### src/rtl/mux_pkg.sv
// mux_pkg: shared mode/state types and channel limit for mux_seq.
package mux_pkg;
  typedef enum logic {MODE_MANUAL = 1'b0, MODE_SCAN = 1'b1} mode_e;
  typedef enum logic {IDLE = 1'b0, SCAN = 1'b1} state_e;
  localparam int MUX_MAX_CH = 256;
endpackage

### src/rtl/mux_seq_next_ch.sv
// mux_seq_next_ch: lowest enabled channel at or above base; found=0 means none remain.
module mux_seq_next_ch #(
  parameter int N_IN = 16,
  localparam int SEL_W = $clog2(N_IN)
) (
  input  logic [N_IN-1:0]  mask,
  input  logic [SEL_W:0]   base,
  output logic             found,
  output logic [SEL_W-1:0] idx
);
  always_comb begin
    found = 1'b0;
    idx = '0;
    for (int k = N_IN - 1; k >= 0; k--)
      if (mask[k] && k >= int'(base)) begin
        found = 1'b1;
        idx = SEL_W'(k);
      end
  end
endmodule

### src/rtl/mux_seq.sv
// mux_seq: registered N:1 channel mux with valid/ready output stage and scan sequencer.
// Define MUX_SEQ_MASK_EN to add the ch_mask scan-enable port.
module mux_seq
  import mux_pkg::*;
#(
  parameter int N_IN = 16,
  parameter int W = 8,
  localparam int SEL_W = $clog2(N_IN)
) (
  input  logic              clk,
  input  logic              rst_n,
  input  logic [N_IN*W-1:0] in_data,
  input  logic              in_valid,
  output logic              in_ready,
  input  logic              mode,
  input  logic [SEL_W-1:0]  sel,
  input  logic              start,
  output logic [W-1:0]      out_data,
  output logic [SEL_W-1:0]  out_ch,
  output logic              out_last,
  output logic              out_valid,
  input  logic              out_ready,
  output logic              sel_err
`ifdef MUX_SEQ_MASK_EN
  ,
  input  logic [N_IN-1:0]   ch_mask
`endif
);
  state_e state, state_nx;
  logic [SEL_W-1:0] ptr, ptr_nx, idx, nxt;
  logic [SEL_W:0] base;
  logic [N_IN-1:0] mask;
  logic free, cap, go, found, in_rng, err_q, pulse_q;
`ifdef MUX_SEQ_MASK_EN
  assign mask = ch_mask;
`else
  assign mask = '1;
`endif
  assign free = !out_valid || out_ready;
  assign in_ready = rst_n && free && (state == SCAN || mode == MODE_MANUAL);
  assign cap = in_valid && in_ready;
  assign go = state == IDLE && start && mode == MODE_SCAN;
  assign idx = state == SCAN ? ptr : sel;
  assign in_rng = int'(idx) < N_IN;
  // IDLE searches from channel 0 for a new scan; SCAN searches past the current pointer
  assign base = state == SCAN ? {1'b0, ptr} + 1'b1 : '0;
  assign sel_err = err_q | pulse_q;

  mux_seq_next_ch #(.N_IN(N_IN)) u_next (.mask(mask), .base(base), .found(found), .idx(nxt));

  always_comb begin
    state_nx = (go && found) ? SCAN : (state == SCAN && cap && !found) ? IDLE : state;
    ptr_nx = ((go || (state == SCAN && cap)) && found) ? nxt : ptr;
  end

  always_ff @(posedge clk or negedge rst_n)
    if (!rst_n) begin
      state <= IDLE;
      ptr <= '0;
      out_data <= '0;
      out_ch <= '0;
      out_last <= 1'b0;
      out_valid <= 1'b0;
      err_q <= 1'b0;
      pulse_q <= 1'b0;
    end else begin
      state <= state_nx;
      ptr <= ptr_nx;
      pulse_q <= go && !found;
      if (cap) begin
        out_data <= in_rng ? in_data[int'(idx)*W +: W] : '0;
        out_ch <= idx;
        err_q <= !in_rng;
        out_last <= state == SCAN && !found;
        out_valid <= 1'b1;
      end else if (out_ready)
        out_valid <= 1'b0;
    end
endmodule

### config.mk
export PLATFORM = sky130hd
export DESIGN_NAME = mux_seq
export DESIGN_NICKNAME = d
export VERILOG_FILES = /design/src/rtl/mux_pkg.sv /design/src/rtl/mux_seq_next_ch.sv /design/src/rtl/mux_seq.sv
export SDC_FILE = /design/constraint.sdc
export NUM_CORES = 1
export LEC_CHECK = 0
export ABC_AREA = 1
export CORE_MARGIN = 2
export CORE_UTILIZATION = 36
export DETAILED_ROUTE_END_ITERATION = 7
export PLACE_DENSITY_LB_ADDON = 0.05
export SLEW_MARGIN = 40
export SYNTH_ARGS = -nofsm -noshare
export SYNTH_HDL_FRONTEND = slang
export SYNTH_SLANG_ARGS = --single-unit
### constraint.sdc
create_clock -name clk -period 1.6 [get_ports clk]
set_clock_uncertainty 0.1 [all_clocks]
set_input_delay 0.32 -clock clk [delete_from_list [all_inputs] [get_ports clk]]
set_output_delay 0.32 -clock clk [all_outputs]
set_load 0.03 [all_outputs]
==> results of run 1 <==
## worst min-delay path by stage
stage	to	slack [ps]
5_1_grt	out_ch[0]	180
6_report	pulse_q	130
2_1_floorplan	out_ch[0]	-80
3_5_place_dp	out_data[2]	370
3_3_place_gp	out_data[7]	370
4_1_cts	pulse_q	160
## metal layers
| layer | wire length [um] | part of all wire [%] | up-vias |
|---|---|---|---|
| li1 | - | - | 1937 |
| met5 | 0 | 0 | - |
| met1 | 5180 | 37 | 1917 |
| met4 | 603 | 4.3 | 0 |
| met2 | 6590 | 47 | 295 |
| met3 | 1510 | 11 | 56 |
## cells in the mapped netlist, drive strengths merged, types with 3 or more instances
| cell | instances |
|---|---|
| nand2 | 129 |
| nor2 | 6 |
| clkinv | 3 |
| nand3b | 16 |
| inv | 127 |
| clkbuf | 4 |
| buf | 24 |
| o21ai | 11 |
| nand3 | 158 |
| dfrtp | 20 |
## cell type report
type,count,area (um^2)
Clock buffer,4,55.1
Fill cell,527,1600
Inverter,130,505
Multi-Input combinational cell,326,2200
Sequential cell,20,503
Tap cell,99,124
Timing Repair Buffer,211,2310
## cell families after synthesis
group,Yosys count
adders and majority gates,1
AOI/OAI and AO/OA,13
and+or+nand+nor,311
DFF,20
buffers and inverters,158
other,1
## registers in the layout, indices dropped and copies added, names as in the netlist
name,flops
out_last,1
ptr,4
pulse_q,1
out_ch,4
out_data,8
out_valid,1
state,1
## where the power goes
group          total, W  switching, W  internal [W]  leakage, nW
sequential     0.000925      0.000206      0.000720        0.247
clock          0.000417      0.000197      0.000220       0.0288
combinational   0.00858       0.00481       0.00376         2.70
## worst max-delay path: stages, from the launching register on
cell and delay [ps]:
dfrtp_2 480, buf_12 160, nand2_8 100, nand2_8 80, buf_12 150, buf_16 150, nand2_4 60, nand3_2 80
nand3_2 70, nand3_2 70, nand2_2 90, nand2_2 60, nand2_2 90
## through the flow
step | setup TNS, ps | hold slack, ps | total power, W | util, %
after global placement | -6000 | 366 | 0.00620 | 62.0
after CTS | -908 | 160 | 0.00882 | 73.1
after floorplan | 0 | -75.6 | 0.00439 | -
after global routing | -2260 | 177 | 0.0104 | 78.1
after detailed placement | -6500 | 371 | 0.00628 | 62.0
final | -1420 | 131 | 0.00992 | 78.1
## repair_timing
item                                    4_1_cts  5_1_grt
resized for setup                           114       81
cloned                                       10        2
buffers inserted                             10        8
endpoints found under the setup margin       32       18
pin swaps                                    28       40
==> out/qor.txt, run 1 <==
Status = finished, violations left
Failing checks = negative setup slack
Die area = 8320 um^2
Commonest non-fill, non-tap cell in the layout = clkdlybuf4s50_1
Multiplexer share of the synthesized area = 0%
GR Util met1 = 35.4%
Worst R2R End = out_data[3]
Worst setup endpoint = out_data[3]
Sequential cell area fraction in the yosys report = 18.3%
Clock tree root buffer cell = clkbuf_8
Max Root-Sink Buffers = 2
Area Overhead vs Synth = 108%
GR peak layer = met2
Post-route ant nets = 0
Required time of the critical path = 1710 ps
DR iter-0 viols = 344
Fin crit share = 113%
Worst Path Arrival = 1920 ps
Largest area contributor in the netlist = nand3_1
Synth warnings = 0
Most frequent cells in the layout = clkdlybuf4s50_1 (134), inv_1 (124), nand3_1 (81), nand3_2 (77), nand2_1 (75)
First-pass iteration count of the detailed router = 8
Vias/cell = 5.32
CTS Hold Bufs = 0
Per-cell routed wire length = 17.6 um
Worst R2R Setup Slack = -210 ps
Number of antenna diodes = 0
Post-Synth Adder-Cell Area = 0.457%
Fmax achieved = 553 MHz
IO Port Bufs = 153
Placement Setup Slack = -400 ps
Final Max Slew Viols = 0
Synth Area in XOR/XNOR = 0%
Post-synthesis compound-gate area fraction = 3.15%
Final instance area = 5700 um^2
Htree depth = 1
Number of synthesized flops with an enable pin = 0
Num CTS Buffers = 3
Post-synth ARST share = 100%
Routability cong. = 0.814
Antenna violations before repair = 0
Setup crit start = state
CP max FO = 6
Post-synth top area share = 28.9%
GR Overflow Total = 0
Core area = 7290 um^2
First-pass GRT wire length = 20100 um
Worst-path clk slew = 90 ps
Total Routed Length = 13900 um
Layout cells sized above 1 = 30.1%
Worst hold path class = in -> async
Gr usage total = 30.0%
Syn Std Cell Area = 2740 um^2
Synth cell types = 26
Pleak = 2.98 nW
Crit start category = register
Net count after synthesis = 643
Die height = 91.2 um
Clock Sinks = 20
Cells after Synth = 504
Largest net degree at the start of global routing = 49
Simple-gate share of the synthesized area = 53.2%
Instance area at placement = 4520 um^2
#FFs+latches synth = 20
Final setup fails = 9
Worst setup EP type = register
Vias in the first global route = 4117
RSZ-0062 raised after global routing = true
Finished Layout Cells = 790
Skew-Pair Late Insertion Delay = 260 ps
Final worst setup slack = -209 ps
Fin nets = 831
Fin. Hold Viols = 0
Die Wd = 91.2 um
Min Tclk post-route = 1810 ps
WS Path Type = reg -> reg
Num rows = 31
Max VDD drop = 1110 uV
Placed Cells = 759
DRC Markers = 0
Dominant synthesized flop cell = dfrtp_1
CTS tree = done
Synth Area per Inst = 5.43 um^2
PD cells = 1740 nW/um^2
Met3 global-route usage = 7.97%
Vias = 4205
Hpwl dp = 7940 um
R2R depth = 12
# IOs = 154
Ranking of synthesized cells by area = nand3_1 (29%), dfrtp_1 (18%), inv_1 (17%)
Max cap viols = 0
Met2 Use GR = 52.3%
Largest family of logic cells by synthesized area = simple AND/OR/NAND/NOR gates
Initial core utilization = 37.5%
R2r startpoint = state
(Power assumes the default switching activity.)
==> run 2: changes to the inputs <==
--- a/config.mk
+++ b/config.mk
@@ -6,6 +6,7 @@
 export NUM_CORES = 1
 export LEC_CHECK = 0
 export ABC_AREA = 1
+export CORE_ASPECT_RATIO = 1.1
 export CORE_MARGIN = 2
 export CORE_UTILIZATION = 36
 export DETAILED_ROUTE_END_ITERATION = 7
==> run 2 against run 1 <==
The flow still finishes with violations (negative setup slack). Sequential power shrank 2.7%. Worst setup slack gained 130 ps. Combinational power shrank 24%. Worst hold slack lost 47 ps. Via count shrank 10%. Cell count shrank 3.4%. Power shrank 20%. Count of clock-buffer cells in the layout shrank 1. Utilization shrank 11 points. Die area is essentially flat.
==> out/qor.txt, run 2 (synthesis results as in run 1) <==
Post-route ant nets = 0 (unchanged)
Max VDD drop = 988 uV (-11%)
DR iter-0 viols = 288 (-16%)
Worst setup EP type = register
Htree depth = 1 (unchanged)
Skew-Pair Late Insertion Delay = 250 ps (about the same)
Final worst setup slack = -83.0 ps (+126 ps)
Area Overhead vs Synth = 82.3%
Core area = 7430 um^2 (+1.9%)
RSZ-0062 raised after global routing = true
CP max FO = 20 (+14)
Crit start category = register
Vias in the first global route = 3552 (-14%)
IO Port Bufs = 153 (unchanged)
Fmax achieved = 594 MHz (+7.5%)
Die height = 95.5 um (+4.7%)
CTS tree = done
# IOs = 154 (unchanged)
Largest net degree at the start of global routing = 49 (unchanged)
Max FFs per register = 8 (unchanged)
Final instance area = 4990 um^2 (-12%)
Die area = 8320 um^2 (about the same)
Most frequent cells in the layout = nand3_1 (145), clkdlybuf4s50_1 (134), inv_1 (122), nand2_1 (116), buf_4 (22)
WS Path Type = reg -> reg
Hpwl dp = 8220 um (+3.6%)
Biggest regs = out_data: 8 flops, out_ch: 4 flops, ptr: 4 flops
First-pass GRT wire length = 16600 um (-17%)
Num rows = 33 (+6.5%)
Fin. Hold Viols = 0 (unchanged)
Max cap viols = 0 (unchanged)
Vias = 3776 (-10%)
Fin nets = 816 (-1.8%)
Instance area at placement = 4560 um^2 (+0.83%)
Most flops, register = out_data
Gr usage total = 24.9% (-5.2 points)
Worst Path Arrival = 1790 ps (-130 ps)
Die Wd = 87.1 um (-4.5%)
Layout cells sized above 1 = 13.6% (-16 points)
Commonest non-fill, non-tap cell in the layout = nand3_1
Worst-path clk slew = 80 ps (about the same)
Fin crit share = 105% (-7.8 points)
Clock tree root buffer cell = clkbuf_8
Fin util = 67.1% (-11 points)
Final Max Slew Viols = 0 (unchanged)
Setup crit start = state
Antenna violations before repair = 0 (unchanged)
DRC Markers = 0 (unchanged)
Routability cong. = 0.884 (+8.6%)
R2r startpoint = state
Number of antenna diodes = 0 (unchanged)
Per-cell routed wire length = 14.7 um (-16%)
Vias/cell = 4.95 (-7.0%)
Failing checks = negative setup slack
PD cells = 1580 nW/um^2 (-9.0%)
GR Overflow Total = 0 (unchanged)
Status = finished, violations left
Min Tclk post-route = 1680 ps (-126 ps)
Max Root-Sink Buffers = 2 (unchanged)
Final setup fails = 9 (unchanged)
Initial core utilization = 36.8% (-0.71 points)
Pleak = 2.66 nW (-11%)
Required time of the critical path = 1700 ps (about the same)
Final Power = 0.00790 W (-20%)
Clock Sinks = 20 (unchanged)
Num CTS Buffers = 3 (unchanged)
Total Routed Length = 11200 um (-19%)
Worst hold path class = in -> async
First-pass iteration count of the detailed router = 5 (-3)
## run 2: cell count changes in the layout (fill, tap and decap cells not counted), sizes merged
cell	before	now
buf	58	43
bufinv	0	1
clkinv	3	2
dlygate4sd2	17	16
inv	127	128
## run 2: where the power goes
part | switching (W) | total (W) | leakage (nW) | internal (W)
Sequential | 0.000180 | 0.000900 | 0.247 | 0.000720
Combinational | 0.00366 | 0.00650 | 2.38 | 0.00283
Clock | 0.000174 | 0.000508 | 0.0357 | 0.000334
Total | 0.00402 | 0.00790 | 2.66 | 0.00389
## run 2: repair_timing
| action | 4_1_cts | 5_1_grt |
|---|---|---|
| hold buffers | 0 | 0 |
| gates cloned | 2 | 2 |
| buffers inserted | 2 | 2 |
| pin swaps | 2 | 11 |
| gates resized for setup | 38 | 41 |
| endpoints found under the setup margin | 29 | 20 |
## run 2: worst paths after layout
kind | endpoint | slack (ps) | depth (start not counted)
worst max-delay path | out_data[2] | -80 | 11
worst min-delay path | out_data[1] | 80 | 2
worst max register to register | out_data[2] | -80 | 11
worst min register to register | out_data[2] | 390 | 2
max in group asynchronous | ptr[0] | 1080 | 2
min in group clk | out_valid | 200 | 2
## run 2: final cells by class
class / count / area [um^2]
Clock buffer: 3 / 41.3
Tap cell: 87 / 109
Fill cell: 656 / 2440
Inverter: 130 / 498
Sequential cell: 20 / 503
Multi-Input combinational cell: 326 / 1750
Timing Repair Buffer: 196 / 2060
Clock inverter: 1 / 30.0
## run 2: critical path: stages (launching register included)
cell and delay, ps:
dfrtp_2 460, buf_6 150, nand2_1 100, nand2_4 100, inv_4 80, buf_12 150, nand3_1 100, nand3_2 90
nand3_1 80, nand2_1 90, nand2_1 70, nand2_1 60
## run 2: metrics by stage
step,setup TNS (ps),hold WS (ps),instances,worst slack (ps)
floorplan,0,-75.6,504,18.2
detailed placement,-5870,376,751,-418
global placement,-5590,374,751,-398
CTS,-883,94.2,759,-141
finish,-433,83.4,763,-83.0
global route,-1500,124,763,-191
## run 2: routing by layer
metal	wire, um	part of all wire (%)	up-vias	global-route usage (%)
met5	0	0	-	0
met4	269	2.4	0	7.95
met3	952	8.5	24	2.51
met2	5410	48	194	42.7
met1	4610	41	1663	32.7
li1	-	-	1895	-
==> run 3: changes to the inputs <==
--- a/config.mk
+++ b/config.mk
@@ -6,9 +6,11 @@
 export NUM_CORES = 1
 export LEC_CHECK = 0
 export ABC_AREA = 1
+export ABC_CLOCK_PERIOD_IN_PS = 1600
 export CORE_ASPECT_RATIO = 1.1
 export CORE_MARGIN = 2
 export CORE_UTILIZATION = 36
+export CTS_CLUSTER_SIZE = 14
 export DETAILED_ROUTE_END_ITERATION = 7
 export PLACE_DENSITY_LB_ADDON = 0.05
 export SLEW_MARGIN = 40
==> results of run 3 <==
The final DEF is identical to that of run 2; final timing and power are the same.
